==> config.mk <==
export PLATFORM = sky130hd
export DESIGN_NAME = dmac_ctrl_regs_flat
export DESIGN_NICKNAME = d
export VERILOG_FILES = /design/src/rtl/dmac_ctrl_regs_if.sv /design/src/rtl/dmac_ctrl_regs.sv /design/src/flat_wrapper.sv
export SDC_FILE = /design/constraint.sdc
export NUM_CORES = 1
export LEC_CHECK = 0
export BUFFER_PORTS_ARGS = -buffer_cell sky130_fd_sc_hd__buf_2
export CAP_MARGIN = 20
export CELL_PAD_IN_SITES_DETAIL_PLACEMENT = 1
export CELL_PAD_IN_SITES_GLOBAL_PLACEMENT = 2
export CORE_MARGIN = 1
export CORE_UTILIZATION = 35
export CTS_BUF_LIST = sky130_fd_sc_hd__clkbuf_4
export CTS_CLUSTER_SIZE = 25
export DETAILED_ROUTE_END_ITERATION = 10
export PLACE_DENSITY_LB_ADDON = 0.3
export SYNTH_ARGS = -nofsm -noshare
export SYNTH_HDL_FRONTEND = slang
export SYNTH_SLANG_ARGS = --single-unit
export TNS_END_PERCENT = 5
==> constraint.sdc <==
create_clock -name ap_clk -period 3 [get_ports ap_clk]
set_input_delay 0.3 -clock ap_clk [delete_from_list [all_inputs] [get_ports ap_clk]]
set_output_delay 0.3 -clock ap_clk [all_outputs]
set_load 0.02 [all_outputs]
==> src/rtl/dmac_ctrl_regs_if.sv <==
// AXI4-Lite control-port bundle for the DMA controller register block.
// The master modport is the host side, the slave modport is the register block.
`timescale 1ns/1ps
interface dmac_ctrl_regs_if #(
  parameter int ADDR_WIDTH = 12
) ();
  logic                  awvalid;
  logic                  awready;
  logic [ADDR_WIDTH-1:0] awaddr;
  logic                  wvalid;
  logic                  wready;
  logic [31:0]           wdata;
  logic [3:0]            wstrb;
  logic                  bvalid;
  logic                  bready;
  logic [1:0]            bresp;
  logic                  arvalid;
  logic                  arready;
  logic [ADDR_WIDTH-1:0] araddr;
  logic                  rvalid;
  logic                  rready;
  logic [31:0]           rdata;
  logic [1:0]            rresp;

  modport master (
    output awvalid, awaddr, wvalid, wdata, wstrb, bready, arvalid, araddr, rready,
    input  awready, wready, bvalid, bresp, arready, rvalid, rdata, rresp
  );

  modport slave (
    input  awvalid, awaddr, wvalid, wdata, wstrb, bready, arvalid, araddr, rready,
    output awready, wready, bvalid, bresp, arready, rvalid, rdata, rresp
  );
endinterface

==> src/rtl/dmac_ctrl_regs.sv <==
// AXI4-Lite control/status registers for the DMA engine: start pulse, length,
// source/destination addresses and a sticky completion flag polled by the host.
`timescale 1ns/1ps
module dmac_ctrl_regs #(
  parameter int C_S_AXI_CONTROL_ADDR_WIDTH = 12,
  parameter int C_S_AXI_CONTROL_DATA_WIDTH = 32
) (
  input  logic                   ap_clk,
  input  logic                   ap_rst,
  dmac_ctrl_regs_if.slave        s_axi_control,
  output logic                   o_start,
  output logic [31:0]            o_byte_len,
  output logic [31:0]            o_src_addr,
  output logic [31:0]            o_dst_addr,
  input  logic                   i_done
);

  if (C_S_AXI_CONTROL_DATA_WIDTH != 32) begin : g_bad_width
    $error("dmac_ctrl_regs supports only a 32-bit control data width");
  end

  localparam logic [5:0] ADDR_CTRL = 6'h10;
  localparam logic [5:0] ADDR_LEN  = 6'h14;
  localparam logic [5:0] ADDR_SRC  = 6'h18;
  localparam logic [5:0] ADDR_DST  = 6'h1C;

  typedef enum logic [1:0] {W_IDLE, W_DATA, W_RESP} w_state_e;
  typedef enum logic       {R_IDLE, R_DATA}         r_state_e;

  w_state_e    w_state_q, w_state_d;
  r_state_e    r_state_q, r_state_d;

  logic [5:0]  waddr_q;
  logic [31:0] byte_len_q, src_q, dst_q;
  logic        ap_start_q, ap_done_q, ap_idle_q, ap_ready_q;
  logic        start_q;
  logic [31:0] rdata_q, rdata_d;
  logic [31:0] wmask;

  logic aw_hs, w_hs, ar_hs;
  logic start_fire, cfg_we;

  assign aw_hs = s_axi_control.awvalid && s_axi_control.awready;
  assign w_hs  = s_axi_control.wvalid  && s_axi_control.wready;
  assign ar_hs = s_axi_control.arvalid && s_axi_control.arready;

  // Upper address bits are not decoded.
  logic unused_addr_bits;
  assign unused_addr_bits = ^{s_axi_control.awaddr[C_S_AXI_CONTROL_ADDR_WIDTH-1:6],
                              s_axi_control.araddr[C_S_AXI_CONTROL_ADDR_WIDTH-1:6]};

  // ---------------- write channel FSM ----------------
  always_ff @(posedge ap_clk) begin
    // NOTE: sequential state uses non-blocking assignments so every flop samples pre-edge values.
    if (ap_rst) w_state_q <= W_IDLE;
    else        w_state_q <= w_state_d;
  end

  always_comb begin
    // NOTE: default first so no path leaves the next state unassigned (no latch).
    w_state_d = w_state_q;
    case (w_state_q)
      W_IDLE:  if (s_axi_control.awvalid) w_state_d = W_DATA;
      W_DATA:  if (s_axi_control.wvalid)  w_state_d = W_RESP;
      W_RESP:  if (s_axi_control.bready)  w_state_d = W_IDLE;
      default: w_state_d = W_IDLE;
    endcase
  end

  always_comb begin
    s_axi_control.awready = (w_state_q == W_IDLE);
    s_axi_control.wready  = (w_state_q == W_DATA);
    s_axi_control.bvalid  = (w_state_q == W_RESP);
    s_axi_control.bresp   = 2'b00;
  end

  // ---------------- read channel FSM ----------------
  always_ff @(posedge ap_clk) begin
    if (ap_rst) r_state_q <= R_IDLE;
    else        r_state_q <= r_state_d;
  end

  always_comb begin
    r_state_d = r_state_q;
    case (r_state_q)
      R_IDLE:  if (s_axi_control.arvalid) r_state_d = R_DATA;
      R_DATA:  if (s_axi_control.rready)  r_state_d = R_IDLE;
      default: r_state_d = R_IDLE;
    endcase
  end

  always_comb begin
    s_axi_control.arready = (r_state_q == R_IDLE);
    s_axi_control.rvalid  = (r_state_q == R_DATA);
    s_axi_control.rdata   = rdata_q;
    s_axi_control.rresp   = 2'b00;
  end

  // ---------------- register file ----------------
  always_comb begin
    for (int i = 0; i < 4; i++) wmask[8*i +: 8] = {8{s_axi_control.wstrb[i]}};
  end

  // Configuration is frozen while a transfer is in flight.
  assign cfg_we     = w_hs && !ap_start_q;
  assign start_fire = w_hs && (waddr_q == ADDR_CTRL) && !ap_start_q &&
                      s_axi_control.wdata[0] && s_axi_control.wstrb[0];

  always_ff @(posedge ap_clk) begin
    if (ap_rst) begin
      waddr_q <= '0;
    end else if (aw_hs) begin
      waddr_q <= s_axi_control.awaddr[5:0];
    end
  end

  always_ff @(posedge ap_clk) begin
    if (ap_rst) begin
      byte_len_q <= '0;
      src_q      <= '0;
      dst_q      <= '0;
    end else if (cfg_we) begin
      case (waddr_q)
        ADDR_LEN: byte_len_q <= (byte_len_q & ~wmask) | (s_axi_control.wdata & wmask);
        ADDR_SRC: src_q      <= (src_q      & ~wmask) | (s_axi_control.wdata & wmask);
        ADDR_DST: dst_q      <= (dst_q      & ~wmask) | (s_axi_control.wdata & wmask);
        default:  ;
      endcase
    end
  end

  // Later assignments take priority: a completion pulse beats a same-cycle
  // status-read clear, so the host never loses a done event.
  always_ff @(posedge ap_clk) begin
    if (ap_rst) begin
      ap_start_q <= 1'b0;
      ap_done_q  <= 1'b0;
      ap_idle_q  <= 1'b1;
      ap_ready_q <= 1'b0;
      start_q    <= 1'b0;
    end else begin
      start_q    <= start_fire;
      ap_ready_q <= start_fire;
      if (start_fire) begin
        ap_start_q <= 1'b1;
        ap_idle_q  <= 1'b0;
      end
      if (ar_hs && (s_axi_control.araddr[5:0] == ADDR_CTRL)) ap_done_q <= 1'b0;
      if (i_done) begin
        ap_done_q  <= 1'b1;
        ap_start_q <= 1'b0;
        ap_idle_q  <= 1'b1;
      end
    end
  end

  // ---------------- read data ----------------
  always_comb begin
    rdata_d = '0;
    case (s_axi_control.araddr[5:0])
      ADDR_CTRL: rdata_d = {28'd0, ap_ready_q, ap_idle_q, ap_done_q, ap_start_q};
      ADDR_LEN:  rdata_d = byte_len_q;
      ADDR_SRC:  rdata_d = src_q;
      ADDR_DST:  rdata_d = dst_q;
      default:   rdata_d = '0;
    endcase
  end

  always_ff @(posedge ap_clk) begin
    if (ap_rst)     rdata_q <= '0;
    else if (ar_hs) rdata_q <= rdata_d;
  end

  assign o_start    = start_q;
  assign o_byte_len = byte_len_q;
  assign o_src_addr = src_q;
  assign o_dst_addr = dst_q;

endmodule

==> src/flat_wrapper.sv <==
// flat-port wrapper written by rule: the top's interface ports become plain ports
module dmac_ctrl_regs_flat 
#(
  parameter int C_S_AXI_CONTROL_ADDR_WIDTH = 12,
  parameter int C_S_AXI_CONTROL_DATA_WIDTH = 32
)
  (ap_clk, ap_rst, o_start, o_byte_len, o_src_addr, o_dst_addr, i_done, s_axi_control_awvalid, s_axi_control_awaddr, s_axi_control_wvalid, s_axi_control_wdata, s_axi_control_wstrb, s_axi_control_bready, s_axi_control_arvalid, s_axi_control_araddr, s_axi_control_rready, s_axi_control_awready, s_axi_control_wready, s_axi_control_bvalid, s_axi_control_bresp, s_axi_control_arready, s_axi_control_rvalid, s_axi_control_rdata, s_axi_control_rresp);
  dmac_ctrl_regs_if #(.ADDR_WIDTH(12)) s_axi_control_i ();
  input  logic ap_clk;
  input  logic ap_rst;
  output logic o_start;
  output logic [31:0] o_byte_len;
  output logic [31:0] o_src_addr;
  output logic [31:0] o_dst_addr;
  input  logic i_done;
  input wire logic [$bits(s_axi_control_i.awvalid)-1:0] s_axi_control_awvalid;
  input wire logic [$bits(s_axi_control_i.awaddr)-1:0] s_axi_control_awaddr;
  input wire logic [$bits(s_axi_control_i.wvalid)-1:0] s_axi_control_wvalid;
  input wire logic [$bits(s_axi_control_i.wdata)-1:0] s_axi_control_wdata;
  input wire logic [$bits(s_axi_control_i.wstrb)-1:0] s_axi_control_wstrb;
  input wire logic [$bits(s_axi_control_i.bready)-1:0] s_axi_control_bready;
  input wire logic [$bits(s_axi_control_i.arvalid)-1:0] s_axi_control_arvalid;
  input wire logic [$bits(s_axi_control_i.araddr)-1:0] s_axi_control_araddr;
  input wire logic [$bits(s_axi_control_i.rready)-1:0] s_axi_control_rready;
  output wire logic [$bits(s_axi_control_i.awready)-1:0] s_axi_control_awready;
  output wire logic [$bits(s_axi_control_i.wready)-1:0] s_axi_control_wready;
  output wire logic [$bits(s_axi_control_i.bvalid)-1:0] s_axi_control_bvalid;
  output wire logic [$bits(s_axi_control_i.bresp)-1:0] s_axi_control_bresp;
  output wire logic [$bits(s_axi_control_i.arready)-1:0] s_axi_control_arready;
  output wire logic [$bits(s_axi_control_i.rvalid)-1:0] s_axi_control_rvalid;
  output wire logic [$bits(s_axi_control_i.rdata)-1:0] s_axi_control_rdata;
  output wire logic [$bits(s_axi_control_i.rresp)-1:0] s_axi_control_rresp;
  assign s_axi_control_i.awvalid = s_axi_control_awvalid;
  assign s_axi_control_i.awaddr = s_axi_control_awaddr;
  assign s_axi_control_i.wvalid = s_axi_control_wvalid;
  assign s_axi_control_i.wdata = s_axi_control_wdata;
  assign s_axi_control_i.wstrb = s_axi_control_wstrb;
  assign s_axi_control_i.bready = s_axi_control_bready;
  assign s_axi_control_i.arvalid = s_axi_control_arvalid;
  assign s_axi_control_i.araddr = s_axi_control_araddr;
  assign s_axi_control_i.rready = s_axi_control_rready;
  assign s_axi_control_awready = s_axi_control_i.awready;
  assign s_axi_control_wready = s_axi_control_i.wready;
  assign s_axi_control_bvalid = s_axi_control_i.bvalid;
  assign s_axi_control_bresp = s_axi_control_i.bresp;
  assign s_axi_control_arready = s_axi_control_i.arready;
  assign s_axi_control_rvalid = s_axi_control_i.rvalid;
  assign s_axi_control_rdata = s_axi_control_i.rdata;
  assign s_axi_control_rresp = s_axi_control_i.rresp;
  dmac_ctrl_regs #(.C_S_AXI_CONTROL_ADDR_WIDTH(C_S_AXI_CONTROL_ADDR_WIDTH), .C_S_AXI_CONTROL_DATA_WIDTH(C_S_AXI_CONTROL_DATA_WIDTH)) u_core (.ap_clk(ap_clk), .ap_rst(ap_rst), .s_axi_control(s_axi_control_i), .o_start(o_start), .o_byte_len(o_byte_len), .o_src_addr(o_src_addr), .o_dst_addr(o_dst_addr), .i_done(i_done));
endmodule
==> results.tsv <==
metric	value	unit
top_usage_layer	met2	
path_clk_slew	120	ps
placed_area	0.00734	mm^2
hold_violations	0	
start_util	35.8	%
die_area	0.0183	mm^2
final_area	0.00770	mm^2
tightest_slew	770	ps
grt_max_degree	126	
syn-cell-area	0.00622	mm^2
synth-seq-area-share	45.4	%
ir_drop	0.181	mV
grt.met1_usage	25.2	%
r2r_setup_slack	890	ps
critPathLaunchType	flip-flop	
maxCapViolCount	0	
clock_path_buffers	2	
dp_hpwl	13.0	mm
antenna_found_initial	2	
whs_path_depth	3	
power_density	445	mW/mm^2
wl_per_cell	19.0	um
clock_sinks	141	
htree_levels	4	
numCtsBuffers	17	
setup_violations	0	
pin_count	206	
worstSetupEndpointType	flip-flop	
core_area	0.0174	mm^2
synthCells	559	
worstHoldStart	s_axi_control_wvalid	
slew_viol_final	0	
rsz0062_at_grt	no	
syn_avg_cell_area	11.1	um^2
fin_setup_tns	0	ps
yosys_register_bits	141	
final_cells	982	
crit_type	flip-flop to flip-flop	
remaining_drc_errors	0	
met3_usage	5.05	%
r2r_start	u_core.w_state_q[1]	
via_per_inst	5.07	
crit_fanout	8	
area_delta_synth_final	23.8	%
use_met2	34.3	%
r2r_cells	4	
grt-ovfl-total	0	
post_cts_resized	0	
yosys.cell_types.count	34	
min_period	2110	ps
fin_worst_skew	27.5	ps
period_share	70.3	%
place_inst	942	
clk_latency	550	ps
dr.pass1.iters	4	
drt-total-wl	18.6	mm
vias	4975	
fp.dieW	135	um
cp.required	3470	ps
drive_gt1_share	36.2	%
grt_pass1_wl	28.5	mm
cts_tree	built	
drt_iter0_drc	156	
nets	812	
hold_class	input pin to flip-flop	
io_buffers	189	
rows	48	
nFillCells	2002	
critPathArrivalTime	2580	ps
die_y	135	um
outcome	finished, final reports clean	
antenna_left	0	
yosys_warnings	0	
final_core_util	44.4	%
grtUsageTotal	20.5	%
clockRootBuffer	clkbuf_4	
power	3.43	mW
gp_congestion	0.749	
min_to	u_core.w_state_q[1]	
first_global_vias	5244	
p_leak	3.68	nW
max_freq	0.474	GHz
slew_headroom	48.7	%
cells in the mapped netlist (all sizes together):
cell	instances	area, um^2
nor4b	1	23.8
mux4	4	90.1
nor2	9	33.8
o2bb2ai	28	245
a211o	1	8.76
conb	1	3.75
mux2i	103	1030
mux2	28	315
or4b	1	13.8
and4bb	1	12.5
or3	1	6.26
a31oi	1	6.26
a22oi	29	218
and4	4	35.0
clkbuf	27	101
dfxtp	141	2820
nand2b	130	813
buf	17	126
a21oi	3	15.0
nand4	8	161
o41ai	1	8.76
inv	4	15.0
nor4bb	1	10.0
a22o	4	35.0
and2	1	6.26
nor2b	5	31.3
nor3	3	15.0
nor3b	1	12.5
nand3	1	5.00
where the power goes:
group | internal [mW] | total (mW) | switching [mW]
combinational | 0.109 | 0.260 | 0.151
sequential | 1.88 | 1.89 | 0.00891
clock | 0.598 | 1.28 | 0.681
timing repair:
item	4_1_cts	5_1_grt
endpoints found under the hold margin	9	0
hold buffers	8	0
buffers inserted	0	0
cells by family (layout without fill, tap and decap cells):
| group | count (synthesis) | count (layout) | share of synthesized area (%) |
|---|---|---|---|
| and+or+nand+nor | 167 | 167 | 19.0 |
| DFF | 141 | 141 | 45.4 |
| muxes | 135 | 135 | 23.1 |
| AOI/OAI and AO/OA | 67 | 67 | 8.63 |
| buffers and inverters | 48 | 241 | 3.90 |
| other | 1 | 6 | 0.0603 |
worst max-delay path by stage:
stage	startpoint	to	slack, ps	depth (start not counted)
after floorplan	s_axi_control_araddr[1]	u_core.s_axi_control.rdata[21]	1400	5
after global placement	u_core.w_state_q[1]	flip-flop	940	4
after detailed placement	u_core.w_state_q[0]	flip-flop	900	4
after CTS	u_core.w_state_q[1]	flip-flop	860	4
after global routing	u_core.w_state_q[0]	flip-flop	740	4
final	u_core.w_state_q[1]	flip-flop	890	4
area by class of cell:
class	instances	area [um^2]	area share (%)
inverter	4	15.0	0.195
clock buffer	21	158	2.05
timing repair buffer	207	1120	14.5
sequential	141	2820	36.7
antenna	2	5.00	0.0650
clock inverter	9	121	1.58
tap	225	282	3.66
multi-input combinational	373	3180	41.3
through the flow:
stage | setup WS, ps | hold slack, ps
global placement | 945 | 442
global route | 737 | 27.1
floorplan | 1400 | 379
detailed placement | 901 | 442
finish | 892 | 49.1
CTS | 863 | 12.1
per-layer routing:
metal	up-vias	routed length, um
met5	-	0
met3	29	967
met1	2444	8200
li1	2353	-
met2	149	9090
met4	0	394
placed cells by master (no fill, tap or decap), types with 3 or more instances in the layout:
cell type | netlist | layout
bufinv_16 | 0 | 3
buf_2 | 8 | 188
inv_1 | 4 | 4
a22o_1 | 4 | 4
dfxtp_1 | 141 | 141
nor2_1 | 9 | 9
o2bb2ai_1 | 28 | 28
nand4_4 | 7 | 7
conb_1 | 1 | 4
mux4_2 | 4 | 4
clkbuf_4 | 0 | 21
clkinv_2 | 0 | 3
nand2b_1 | 130 | 130
a22oi_1 | 29 | 29
nor3_1 | 3 | 3
buf_4 | 4 | 10
mux2_2 | 28 | 28
mux2i_1 | 103 | 103
and4_1 | 4 | 4
dlygate4sd3_1 | 0 | 8
nor2b_1 | 5 | 4
critical path: stages (launching register included):
cell and delay, ps:
dfxtp_1 400, nor4b_4 530, buf_4 250, and4_1 580, mux2i_1 260
Power figures use the tool's default switching activity.
